## src/rtl/lcd_cmd_arbiter.sv

```systemverilog
// Packet-level round-robin arbiter sharing the 9-bit SPI command FIFO between two producers.
// Packets stay contiguous; a stall watchdog revokes the grant from an owner that stops mid-packet.
module lcd_cmd_arbiter #(
    parameter int TIMEOUT = 255
) (
    input  logic       clk,
    input  logic       rst,
    input  logic       req0_valid,
    input  logic [8:0] req0_cmd,
    input  logic       req0_last,
    output logic       req0_ready,
    input  logic       req1_valid,
    input  logic [8:0] req1_cmd,
    input  logic       req1_last,
    output logic       req1_ready,
    output logic [8:0] fifo_din,
    output logic       fifo_wr,
    input  logic       fifo_full,
    output logic [1:0] grant,
    output logic       timeout_evt
);

    localparam int CW = $clog2(TIMEOUT + 1);

    typedef enum logic [1:0] {
        IDLE = 2'd0,
        OWN0 = 2'd1,
        OWN1 = 2'd2
    } state_t;

    state_t        state;
    logic          pref;
    logic [CW-1:0] stall_cnt;

    logic          own0;
    logic          own1;
    logic          owner_valid;
    logic          owner_last;
    logic [8:0]    owner_cmd;
    logic          xfer;

    // Write port is a pass-through from the current owner, gated off during reset.
    always_comb begin
        own0        = (state == OWN0);
        own1        = (state == OWN1);
        owner_valid = (own0 & req0_valid) | (own1 & req1_valid);
        owner_last  = own1 ? req1_last : req0_last;
        owner_cmd   = own1 ? req1_cmd : req0_cmd;
        xfer        = owner_valid & ~fifo_full & ~rst;
        req0_ready  = own0 & ~fifo_full & ~rst;
        req1_ready  = own1 & ~fifo_full & ~rst;
        fifo_wr     = xfer;
        fifo_din    = xfer ? owner_cmd : 9'd0;
    end

    always_ff @(posedge clk) begin
        if (rst) begin
            state       <= IDLE;
            pref        <= 1'b0;
            stall_cnt   <= '0;
            grant       <= 2'b00;
            timeout_evt <= 1'b0;
        end else begin
            timeout_evt <= 1'b0;
            case (state)
                IDLE: begin
                    stall_cnt <= '0;
                    if (req0_valid && (!req1_valid || !pref)) begin
                        state <= OWN0;
                        grant <= 2'b01;
                    end else if (req1_valid) begin
                        state <= OWN1;
                        grant <= 2'b10;
                    end
                end
                OWN0, OWN1: begin
                    if (xfer) begin
                        stall_cnt <= '0;
                        if (owner_last) begin
                            state <= IDLE;
                            grant <= 2'b00;
                            pref  <= own0;
                        end
                    end else if (!owner_valid) begin
                        // Full-FIFO stalls with valid high neither count nor clear.
                        if (stall_cnt != CW'(TIMEOUT)) begin
                            stall_cnt <= stall_cnt + CW'(1);
                        end
                        if (stall_cnt == CW'(TIMEOUT - 1)) begin
                            state       <= IDLE;
                            grant       <= 2'b00;
                            pref        <= own0;
                            timeout_evt <= 1'b1;
                        end
                    end
                end
                default: begin
                    state <= IDLE;
                    grant <= 2'b00;
                end
            endcase
        end
    end

endmodule

```

## config.mk

```make
export PLATFORM = sky130hd
export DESIGN_NAME = lcd_cmd_arbiter
export DESIGN_NICKNAME = d
export VERILOG_FILES = /design/src/rtl/lcd_cmd_arbiter.sv
export SDC_FILE = /design/constraint.sdc
export NUM_CORES = 1
export LEC_CHECK = 0
export ABC_AREA = 0
export ABC_CLOCK_PERIOD_IN_PS = 2900
export BUFFER_PORTS_ARGS = -buffer_cell sky130_fd_sc_hd__buf_2
export CAP_MARGIN = 10
export CORE_AREA = 4 4 62 64
export CTS_CLUSTER_DIAMETER = 100
export DETAILED_ROUTE_END_ITERATION = 12
export DIE_AREA = 0 0 66 68
export SETUP_SLACK_MARGIN = 0.4
export SYNTH_ARGS = -nofsm -noshare
export SYNTH_HDL_FRONTEND = slang
export SYNTH_SLANG_ARGS = --single-unit
```

## constraint.sdc

```tcl
create_clock -name clk -period 2.9 [get_ports clk]
set_input_delay 0.435 -clock clk [delete_from_list [all_inputs] [get_ports clk]]
set_output_delay 0.435 -clock clk [all_outputs]
set_load 0.01 [all_outputs]
```

==> impl_metrics.prom, run 1 <==
# TYPE chip_impl_metric gauge
chip_impl_metric{name="num_io_pins",unit=""} 40
chip_impl_metric{name="max-vdd-ir-drop",unit="mV"} 0.230
chip_impl_metric{name="final-seq-area",unit="um^2"} 240
chip_impl_metric{name="timing_worst_slew_pin_value",unit="ps"} 370
chip_impl_metric{name="final_core_util",unit=""} 0.369
chip_impl_metric{name="globalplace.congestion",unit=""} 0.853
chip_impl_metric{name="tritoncts.num_buffers",unit=""} 3
chip_impl_metric{name="drt-total-wl",unit="um"} 2530
chip_impl_metric{name="seq_area_frac_synth",unit=""} 0.254
chip_impl_info{name="crit_path_cell_trace",value="inv_1 > ha_2 > a22o_4 > nand2_1 > nor2_1 > buf_2"} 1
chip_impl_info{name="critPathKind",value="flip-flop to output port"} 1
chip_impl_metric{name="core_region",unit="mm^2"} 0.00328
chip_impl_metric{name="worst-path-max-fanout",unit=""} 13
chip_impl_metric{name="areaGrowthSynthToFinish",unit="%"} 28.3
chip_impl_info{name="holdPathEnd",value="stall_cnt[6]"} 1
chip_impl_metric{name="grt.overflow.total",unit=""} 0
chip_impl_metric{name="post_synth_inst_count",unit=""} 114
chip_impl_metric{name="synth-edff-count",unit=""} 0
chip_impl_info{name="cts_root_buffer",value="clkbuf_4"} 1
chip_impl_metric{name="timing.final.crit_period",unit="ps"} 2300
chip_impl_metric{name="dieWidth",unit="um"} 66
chip_impl_metric{name="antenna_violations_before_repair",unit=""} 0
chip_impl_info{name="synth_top_cells_by_count",value="nand2_1 (16), dfxtp_1 (12), mux2i_1 (12)"} 1
chip_impl_info{name="cpMaxStageDelayCell",value="ha_2"} 1
chip_impl_info{name="nature_of_the_critical_path_startpoint",value="flip-flop"} 1
chip_impl_metric{name="antenna_cells",unit=""} 0
chip_impl_metric{name="dieHeight",unit="um"} 68
chip_impl_info{name="post-synth-top-count-cell",value="nand2_1"} 1
chip_impl_metric{name="leakagePower",unit="nW"} 0.506
chip_impl_info{name="crit_start",value="state[0]"} 1
chip_impl_metric{name="avgViaCountPerCell",unit=""} 4.97
chip_impl_metric{name="dieArea",unit="mm^2"} 0.00449
chip_impl_info{name="worst_hold_path_type",value="input pin to flip-flop"} 1
chip_impl_info{name="r2r-start",value="state[0]"} 1
chip_impl_info{name="r2r-end",value="stall_cnt[2]"} 1
chip_impl_metric{name="finalClockSkew",unit="ps"} 12.2
chip_impl_metric{name="finalPower",unit="uW"} 784
chip_impl_metric{name="final-setup-viol-count",unit=""} 0
chip_impl_metric{name="cts_num_sinks",unit=""} 12
chip_impl_info{name="dominantRegCellSynth",value="dfxtp_1"} 1
chip_impl_metric{name="drt_pass1_iterations",unit=""} 4
chip_impl_metric{name="clk_latency",unit="ps"} 280
chip_impl_info{name="yosysTopAreaCell",value="dfxtp_1"} 1
chip_impl_metric{name="r2r_cells",unit=""} 6
chip_impl_metric{name="cts.reportedPaths.clkPinSlew",unit="ps"} 80
chip_impl_metric{name="crit_path_max_incr_delay",unit="ps"} 410
chip_impl_metric{name="track_usage",unit=""} 0.121
chip_impl_metric{name="layout.nets",unit=""} 186
chip_impl_metric{name="final.fill_count",unit=""} 348
chip_impl_metric{name="hold_viol",unit=""} 0
chip_impl_metric{name="hold_critical_path_depth",unit=""} 2
chip_impl_metric{name="final.setup.tns",unit="ps"} 0
chip_impl_metric{name="rows",unit=""} 21
chip_impl_metric{name="final_min_period_over_clock_period",unit=""} 0.795
chip_impl_metric{name="slew_violations",unit=""} 0
chip_impl_metric{name="cts_buffer_depth",unit=""} 2
chip_impl_info{name="holdCritStartpoint",value="rst"} 1
chip_impl_metric{name="io_buffer_count",unit=""} 39
chip_impl_metric{name="routedWlPerCell",unit="um"} 12.6
chip_impl_metric{name="max_clock_freq",unit="MHz"} 434
chip_impl_metric{name="yosys.cell_types.count",unit=""} 38
chip_impl_info{name="post_synth_main_area_contributors",value="dfxtp_1 (25%), mux2i_1 (13%), ha_1 (6.6%)"} 1
chip_impl_info{name="unrepaired_setup_endpoints_after_global_routing",value="false"} 1
chip_impl_metric{name="regToRegSetupSlack",unit="ps"} 940
chip_impl_metric{name="synth.ff_latch_count",unit=""} 12
chip_impl_metric{name="synth_top_area_share",unit=""} 0.254
chip_impl_info{name="status",value="finished clean"} 1
chip_impl_metric{name="number_of_global_route_vias_before_repair",unit=""} 1026
chip_impl_metric{name="drtAntennaViolNets",unit=""} 0
chip_impl_metric{name="grt_start_max_net_pins",unit=""} 14
chip_impl_info{name="worst_setup_path_end_kind",value="output port"} 1
chip_impl_metric{name="multi_input_comb_area",unit="um^2"} 674
chip_impl_metric{name="cts-htree-levels",unit=""} 1
chip_impl_metric{name="vias",unit=""} 993
chip_impl_metric{name="dr.first_iter.drc_count",unit=""} 55
chip_impl_metric{name="drc_errors",unit=""} 0
chip_impl_metric{name="ys_warn_count",unit=""} 0
chip_impl_metric{name="powerDensity",unit="mW/mm^2"} 646
chip_impl_metric{name="postCtsHoldBufs",unit=""} 0
chip_impl_metric{name="postSynthAreaPerCell",unit="um^2"} 8.29
chip_impl_metric{name="max-slew-margin-rel",unit=""} 0.753
chip_impl_metric{name="floorplan.initialDensity",unit=""} 0.288
chip_impl_metric{name="synth-async-reset-ratio",unit=""} 0
chip_impl_metric{name="detailedPlacementHpwl",unit="um"} 2060
chip_impl_metric{name="synth_fp_nets",unit=""} 144
chip_impl_metric{name="drive_above_1_share",unit=""} 0.344
chip_impl_metric{name="cp.arrival",unit="ps"} 1870
chip_impl_info{name="cts_tree",value="built"} 1
chip_impl_metric{name="netlist_area",unit="um^2"} 945
chip_impl_metric{name="maxCapViolCount",unit=""} 0
chip_impl_metric{name="grt_first_pass_wirelength",unit="um"} 4310
chip_impl_metric{name="timing.critical_path.required",unit="ps"} 2470
cells by family (layout without fill, tap and decap cells):
group / Yosys count / count (layout) / share of synthesized area
simple gates: 53 / 53 / 0.277
compound gates: 23 / 23 / 0.229
mux: 13 / 13 / 0.139
flops: 12 / 12 / 0.254
buf+inv: 8 / 48 / 0.0344
fa+ha+maj: 5 / 5 / 0.0662
cell type report:
cell class,instances,share of cell area
Tap cell,46,0.0475
Sequential cell,12,0.198
Inverter,6,0.0186
Timing Repair Buffer,39,0.161
Clock buffer,3,0.0186
Multi-Input combinational cell,94,0.556
metrics by stage:
stage / std cells / hold WS [ps] / setup slack (ps) / cell area, um^2
floorplan: 114 / 435 / 1170 / 945
global placement: 197 / 450 / 763 / 1190
detailed placement: 197 / 469 / 674 / 1190
CTS: 200 / 462 / 574 / 1210
global route: 200 / 476 / 441 / 1210
finish: 200 / 456 / 595 / 1210
worst max-delay path, delay by kind of cell, from the launching register on:
kind	cells	cell delay, ps
adders and majority gates	1	410
DFF	1	340
AOI/OAI and AO/OA	1	230
buffers and inverters	2	240
and+or+nand+nor	2	380
cell usage in the layout, fill, tap and decap left out, types with 2 or more instances in the layout:
master    instances
buf_2            39
a22oi_1           3
nor2_1           11
nand2_1          16
clkbuf_4          3
nor4_1            2
mux2i_1          12
dfxtp_1          12
a311oi_2          2
a21oi_1           3
nand4_1           2
nor3_1            2
ha_1              4
and3_1            2
inv_1             5
and2_1            3
nor2b_1           2
o21ai_0           2
nand3_1           8
repair_timing:
action | in CTS | in global routing
gates resized for setup | 1 | 0
buffers inserted | 0 | 0
endpoints found under the setup margin | 7 | 0
worst max-delay path by stage:
stage | cells after the start | slack [ps] | end
after floorplan | 5 | 1170 | fifo_din[0]
after global placement | 6 | 760 | fifo_din[7]
after detailed placement | 6 | 670 | fifo_din[0]
after CTS | 6 | 570 | fifo_din[0]
after global routing | 6 | 440 | fifo_din[6]
final | 6 | 600 | fifo_din[8]
registers in the layout, summed over array words and instances, names as in the netlist:
signal	count
state	2
pref	1
timeout_evt	1
stall_cnt	8
power breakdown:
part,total (mW),internal [mW],leakage [nW],switching [mW]
clock network,0.106,0.0482,0.0138,0.0577
registers,0.200,0.182,0.0971,0.0181
logic,0.478,0.193,0.395,0.286
layer usage:
layer  track usage  share of wire
met1         0.140           0.43
met2         0.210           0.47
met3        0.0394          0.095
met4        0.0406          0.011
met5             0              0
(Power assumes the default switching activity.)
==> inputs of run 2 (changes only) <==
ABC_CLOCK_PERIOD_IN_PS = 2050   (was 2900)
clock period = 2.05 ns   (was 2.9 ns; I/O delays follow)
==> impl_metrics.prom, run 2 (synthesis results as in run 1) <==
# TYPE chip_impl_metric gauge
chip_impl_metric{name="dr.first_iter.drc_count",unit=""} 43
chip_impl_info{name="r2r-start",value="state[1]"} 1
chip_impl_metric{name="drt-total-wl",unit="um"} 3060
chip_impl_info{name="nature_of_the_critical_path_startpoint",value="flip-flop"} 1
chip_impl_info{name="worst_setup_path_end_kind",value="output port"} 1
chip_impl_metric{name="r2r_cells",unit=""} 7
chip_impl_metric{name="rows",unit=""} 21
chip_impl_metric{name="num_io_pins",unit=""} 40
chip_impl_info{name="r2r-end",value="state[0]"} 1
chip_impl_metric{name="antenna_violations_before_repair",unit=""} 0
chip_impl_metric{name="final_critical_path_setup_slack",unit="ps"} 249
chip_impl_info{name="holdPathEnd",value="state[0]"} 1
chip_impl_metric{name="drive_above_1_share",unit=""} 0.515
chip_impl_metric{name="cts_buffer_depth",unit=""} 2
chip_impl_metric{name="floorplan.initialDensity",unit=""} 0.288
chip_impl_metric{name="max-slew-margin-rel",unit=""} 0.733
chip_impl_metric{name="final.setup.tns",unit="ps"} 0
chip_impl_metric{name="dieWidth",unit="um"} 66
chip_impl_metric{name="finalClockSkew",unit="ps"} 3.56
chip_impl_metric{name="grt.overflow.total",unit=""} 0
chip_impl_metric{name="largest_reg_flops",unit=""} 8
chip_impl_metric{name="timing.critical_path.required",unit="ps"} 1740
chip_impl_metric{name="drt_pass1_iterations",unit=""} 4
chip_impl_metric{name="worst-path-max-fanout",unit=""} 5
chip_impl_metric{name="finalPower",unit="mW"} 1.60
chip_impl_info{name="most-common-layout-cells",value="buf_2 (39), nand2_1 (14), mux2i_1 (12), dfxtp_1 (10), buf_4 (9)"} 1
chip_impl_metric{name="vias",unit=""} 1076
chip_impl_metric{name="final_min_period_over_clock_period",unit=""} 0.878
chip_impl_metric{name="leakagePower",unit="nW"} 0.610
chip_impl_metric{name="final-setup-viol-count",unit=""} 0
chip_impl_info{name="status",value="finished clean"} 1
chip_impl_metric{name="routedWlPerCell",unit="um"} 14.2
chip_impl_metric{name="io_buffer_count",unit=""} 39
chip_impl_metric{name="clk_latency",unit="ps"} 290
chip_impl_metric{name="antenna_cells",unit=""} 0
chip_impl_metric{name="cp.arrival",unit="ps"} 1490
chip_impl_metric{name="hold_viol",unit=""} 0
chip_impl_metric{name="place_worst_setup_slack",unit="ps"} 313
chip_impl_metric{name="slew_violations",unit=""} 0
chip_impl_metric{name="regToRegSetupSlack",unit="ps"} 280
chip_impl_metric{name="detailedPlacementHpwl",unit="um"} 2130
chip_impl_metric{name="avgViaCountPerCell",unit=""} 5.00
chip_impl_info{name="crit_start",value="state[1]"} 1
chip_impl_info{name="worst_hold_path_type",value="input pin to flip-flop"} 1
chip_impl_metric{name="powerDensity",unit="mW/mm^2"} 1070
chip_impl_metric{name="max-vdd-ir-drop",unit="mV"} 0.638
chip_impl_info{name="unrepaired_setup_endpoints_after_global_routing",value="true"} 1
chip_impl_metric{name="dieHeight",unit="um"} 68
chip_impl_metric{name="maxCapViolCount",unit=""} 0
chip_impl_metric{name="cts_num_sinks",unit=""} 12
chip_impl_info{name="critPathKind",value="flip-flop to output port"} 1
chip_impl_metric{name="track_usage",unit=""} 0.135
chip_impl_metric{name="dieArea",unit="mm^2"} 0.00449
chip_impl_info{name="max_flop_register",value="stall_cnt"} 1
chip_impl_metric{name="number_of_global_route_vias_before_repair",unit=""} 1060
chip_impl_metric{name="final_core_util",unit=""} 0.455
chip_impl_info{name="reg_top3",value="stall_cnt x8, state x2"} 1
chip_impl_metric{name="drtAntennaViolNets",unit=""} 0
chip_impl_metric{name="cts.reportedPaths.clkPinSlew",unit="ps"} 80
chip_impl_metric{name="timing.final.crit_period",unit="ps"} 1800
chip_impl_metric{name="layout.nets",unit=""} 200
chip_impl_metric{name="core_region",unit="mm^2"} 0.00328
chip_impl_metric{name="globalplace.congestion",unit=""} 0.845
chip_impl_metric{name="cts-htree-levels",unit=""} 1
chip_impl_metric{name="grt_start_max_net_pins",unit=""} 11
chip_impl_info{name="final_common_cell",value="buf_2"} 1
chip_impl_info{name="cts_tree",value="built"} 1
chip_impl_metric{name="hold_critical_path_depth",unit=""} 3
chip_impl_metric{name="areaGrowthSynthToFinish",unit="%"} 58.1
chip_impl_info{name="holdCritStartpoint",value="req0_valid"} 1
chip_impl_info{name="cts_root_buffer",value="clkbuf_4"} 1
chip_impl_metric{name="drc_errors",unit=""} 0
chip_impl_metric{name="max_clock_freq",unit="MHz"} 555
chip_impl_metric{name="grt_first_pass_wirelength",unit="um"} 4670
chip_impl_metric{name="tritoncts.num_buffers",unit=""} 3
chip_impl_metric{name="timing_worst_slew_pin_value",unit="ps"} 400
chip_impl_metric{name="postCtsHoldBufs",unit=""} 0
-- run 2: cell types whose count changed in the layout (fill, tap and decap cells not counted), sizes merged --
cell | previous run | this run
clkbuf | 3 | 4
buf | 39 | 52
nand2 | 16 | 17
-- run 2: layout make-up --
| cell class | count | area (um^2) |
|---|---|---|
| Clock buffer | 4 | 36.3 |
| Fill cell | 313 | 1790 |
| Inverter | 6 | 27.5 |
| Multi-Input combinational cell | 95 | 797 |
| Sequential cell | 12 | 248 |
| Tap cell | 46 | 57.6 |
| Timing Repair Buffer | 52 | 328 |
-- run 2: worst max path at each step --
stage,endpoint,slack (ps),depth (start not counted)
global route,state[1],160,7
finish,fifo_din[3],250,6
CTS,fifo_din[4],250,6
global placement,stall_cnt[1],370,6
detailed placement,stall_cnt[1],310,6
floorplan,stall_cnt[1],420,6
-- run 2: repair_timing --
action / 4_1_cts / 5_1_grt
setup endpoints to repair: 17 / 21
pin swaps: 6 / 8
gates resized for setup: 11 / 16
gates cloned: 1 / 1
setup buffers: 5 / 5
-- run 2: critical path, cell delays in order (launching register included) --
cell	delay, ps
dfxtp_4	390
inv_4	50
ha_4	170
a22o_4	310
nand2_4	100
nor2_1	50
buf_2	130
-- run 2: metrics by stage --
step / hold WS (ps) / area, um^2 / instances
2_1_floorplan: 435 / 970 / 114
3_3_place_gp: 450 / 1230 / 199
3_5_place_dp: 464 / 1230 / 199
4_1_cts: 333 / 1380 / 209
5_1_grt: 362 / 1490 / 215
6_report: 338 / 1490 / 215
-- run 2: per-layer routing --
metal  track usage  part of all wire  vias to the layer above  wire length [um]
met5             0                 0                        -                 0
met4        0.0305             0.015                        0                47
met3        0.0345             0.070                        8               214
met2         0.257              0.52                       50              1580
met1         0.151              0.40                      484              1210
li1              -                 -                      534                 -
-- run 2: report_power, final --
| part | internal [mW] | total (mW) | switching (mW) | leakage, nW |
|---|---|---|---|---|
| sequential | 0.265 | 0.304 | 0.0396 | 0.0985 |
| combinational | 0.552 | 1.09 | 0.538 | 0.491 |
| clock | 0.108 | 0.203 | 0.0950 | 0.0210 |
==> inputs of run 3 (changes only) <==
CORE_AREA = 2 2 60 62   (was 4 4 62 64)
DIE_AREA = 0 0 62 64   (was 0 0 66 68)
==> impl_metrics.prom, run 3 (synthesis results as in run 1) <==
# TYPE chip_impl_metric gauge
chip_impl_info{name="status",value="finished clean"} 1
chip_impl_info{name="r2r-end",value="stall_cnt[1]"} 1
chip_impl_metric{name="drtAntennaViolNets",unit=""} 0
chip_impl_metric{name="floorplan.initialDensity",unit=""} 0.288
chip_impl_info{name="crit_start",value="state[1]"} 1
chip_impl_info{name="critPathKind",value="flip-flop to flip-flop"} 1
chip_impl_metric{name="globalplace.congestion",unit=""} 0.877
chip_impl_metric{name="final.setup.tns",unit="ps"} 0
chip_impl_info{name="reg_top3",value="stall_cnt x8, state x2"} 1
chip_impl_metric{name="netSwitchingFraction",unit=""} 0.417
chip_impl_metric{name="dieWidth",unit="um"} 62
chip_impl_metric{name="max_clock_freq",unit="MHz"} 557
chip_impl_metric{name="place_worst_setup_slack",unit="ps"} 305
chip_impl_metric{name="cts-htree-levels",unit=""} 1
chip_impl_info{name="holdCritStartpoint",value="rst"} 1
chip_impl_metric{name="max-slew-margin-rel",unit=""} 0.730
chip_impl_metric{name="drive_above_1_share",unit=""} 0.536
chip_impl_metric{name="grt.overflow.total",unit=""} 0
chip_impl_metric{name="dr.first_iter.drc_count",unit=""} 75
chip_impl_metric{name="io_buffer_count",unit=""} 39
chip_impl_metric{name="timing.critical_path.required",unit="ps"} 2270
chip_impl_metric{name="track_usage",unit=""} 0.150
chip_impl_metric{name="core_region",unit="mm^2"} 0.00328
chip_impl_metric{name="detailedPlacementHpwl",unit="um"} 2090
chip_impl_metric{name="clk_latency",unit="ps"} 280
chip_impl_metric{name="hold_critical_path_depth",unit=""} 2
chip_impl_metric{name="drt_pass1_iterations",unit=""} 4
chip_impl_metric{name="slew_violations",unit=""} 0
chip_impl_metric{name="cp.arrival",unit="ps"} 2010
chip_impl_metric{name="leakagePower",unit="nW"} 0.605
chip_impl_metric{name="timing.final.crit_period",unit="ps"} 1790
chip_impl_metric{name="dieArea",unit="mm^2"} 0.00397
chip_impl_info{name="final_common_cell",value="buf_2"} 1
chip_impl_info{name="max_flop_register",value="stall_cnt"} 1
chip_impl_metric{name="r2r_cells",unit=""} 6
chip_impl_metric{name="finalClockSkew",unit="ps"} 1.60
chip_impl_metric{name="final_min_period_over_clock_period",unit=""} 0.876
chip_impl_info{name="r2r-start",value="state[1]"} 1
chip_impl_info{name="cts_root_buffer",value="clkbuf_4"} 1
chip_impl_metric{name="grt_first_pass_wirelength",unit="um"} 4600
chip_impl_info{name="most-common-layout-cells",value="buf_2 (36), nand2_1 (14), dfxtp_1 (10), mux2i_1 (9)"} 1
chip_impl_metric{name="layout.nets",unit=""} 197
chip_impl_metric{name="hold_viol",unit=""} 0
chip_impl_metric{name="drt-total-wl",unit="um"} 2800
chip_impl_metric{name="netsw",unit="uW"} 672
chip_impl_metric{name="power_frac_seq",unit=""} 0.189
chip_impl_metric{name="vias",unit=""} 1069
chip_impl_metric{name="number_of_global_route_vias_before_repair",unit=""} 1018
chip_impl_info{name="nature_of_the_critical_path_startpoint",value="flip-flop"} 1
chip_impl_metric{name="antenna_cells",unit=""} 0
chip_impl_metric{name="power_report.internal_total",unit="uW"} 938
chip_impl_metric{name="maxCapViolCount",unit=""} 0
chip_impl_metric{name="drc_errors",unit=""} 0
chip_impl_metric{name="grt_start_max_net_pins",unit=""} 10
chip_impl_info{name="cpMaxStageDelayCell",value="or3b_4"} 1
chip_impl_metric{name="comb_power_share",unit=""} 0.692
chip_impl_metric{name="cts_num_sinks",unit=""} 12
chip_impl_metric{name="crit_path_max_incr_delay",unit="ps"} 420
chip_impl_metric{name="power.clock.fraction",unit=""} 0.119
chip_impl_info{name="worst_hold_path_type",value="input pin to flip-flop"} 1
chip_impl_info{name="crit_path_cell_trace",value="inv_4 > ha_4 > a22o_4 > a21oi_4 > or3b_4 > a21oi_2"} 1
chip_impl_metric{name="antenna_violations_before_repair",unit=""} 0
chip_impl_metric{name="final_critical_path_setup_slack",unit="ps"} 255
chip_impl_metric{name="largest_reg_flops",unit=""} 8
chip_impl_metric{name="cts_buffer_depth",unit=""} 2
chip_impl_info{name="critical-path-top-delay-family",value="compound AO/OA/AOI/OAI gates"} 1
chip_impl_metric{name="num_io_pins",unit=""} 40
chip_impl_metric{name="routedWlPerCell",unit="um"} 13.2
chip_impl_metric{name="finalPower",unit="mW"} 1.61
chip_impl_metric{name="postCtsHoldBufs",unit=""} 0
chip_impl_metric{name="timing_worst_slew_pin_value",unit="ps"} 404
chip_impl_info{name="worst_setup_path_end_kind",value="flip-flop"} 1
chip_impl_metric{name="regToRegSetupSlack",unit="ps"} 260
chip_impl_metric{name="final-setup-viol-count",unit=""} 0
chip_impl_metric{name="cts.reportedPaths.clkPinSlew",unit="ps"} 80
chip_impl_info{name="cts_tree",value="built"} 1
chip_impl_metric{name="dieHeight",unit="um"} 64
chip_impl_metric{name="max-vdd-ir-drop",unit="mV"} 0.663
chip_impl_metric{name="cp.buffers_inverters",unit=""} 1
chip_impl_metric{name="rows",unit=""} 21
chip_impl_metric{name="powerDensity",unit="mW/mm^2"} 1050
chip_impl_info{name="unrepaired_setup_endpoints_after_global_routing",value="true"} 1
chip_impl_info{name="holdPathEnd",value="stall_cnt[1]"} 1
chip_impl_metric{name="tritoncts.num_buffers",unit=""} 3
chip_impl_metric{name="worst-path-max-fanout",unit=""} 7
chip_impl_metric{name="areaGrowthSynthToFinish",unit="%"} 62.4
chip_impl_metric{name="avgViaCountPerCell",unit=""} 5.04
## run 3: repair_timing
| item | in CTS | in global routing |
|---|---|---|
| buffers inserted | 5 | 2 |
| resized for setup | 27 | 11 |
| pin swaps | 9 | 11 |
| endpoints found under the setup margin | 17 | 21 |
| gates cloned | 2 | 0 |
## run 3: worst max-delay path by stage
stage / to / slack [ps] / cells after the start
detailed placement: stall_cnt[1] / 310 / 6
global route: stall_cnt[1] / 180 / 6
global placement: stall_cnt[5] / 370 / 6
floorplan: stall_cnt[1] / 420 / 6
finish: stall_cnt[1] / 260 / 6
CTS: fifo_din[1] / 250 / 6
## run 3: power by group through the flow
stage          Combinational [mW]  Sequential, mW  Clock (mW)
3_5_place_dp                0.748           0.299           0
5_1_grt                      1.19           0.310       0.210
6_report                     1.11           0.304       0.192
3_3_place_gp                0.717           0.296           0
2_1_floorplan               0.540           0.301           0
4_1_cts                      1.03           0.305       0.196
## run 3: final cells by class
cell class                 count  area [um^2]
tap                           46         57.6
sequential                    12          248
inverter                       6         27.5
clock buffer                   4         36.3
multi-input combinational     95          841
timing repair buffer          49          324
fill                         323         1750
## run 3: metrics by stage
step	hold slack, ps	util	cells	cell area (um^2)
6_report	340	0.467	212	1530
5_1_grt	349	0.467	212	1530
4_1_cts	345	0.450	210	1480
3_5_place_dp	459	0.374	199	1230
3_3_place_gp	452	0.374	199	1230
2_1_floorplan	435	-	114	970
## run 3: metal layers
metal | track usage | share of wire | vias to the layer above
met5 | 0 | 0 | -
met4 | 0.0239 | 0.0061 | 0
met3 | 0.0344 | 0.071 | 2
met2 | 0.246 | 0.50 | 44
met1 | 0.199 | 0.43 | 494
li1 | - | - | 529
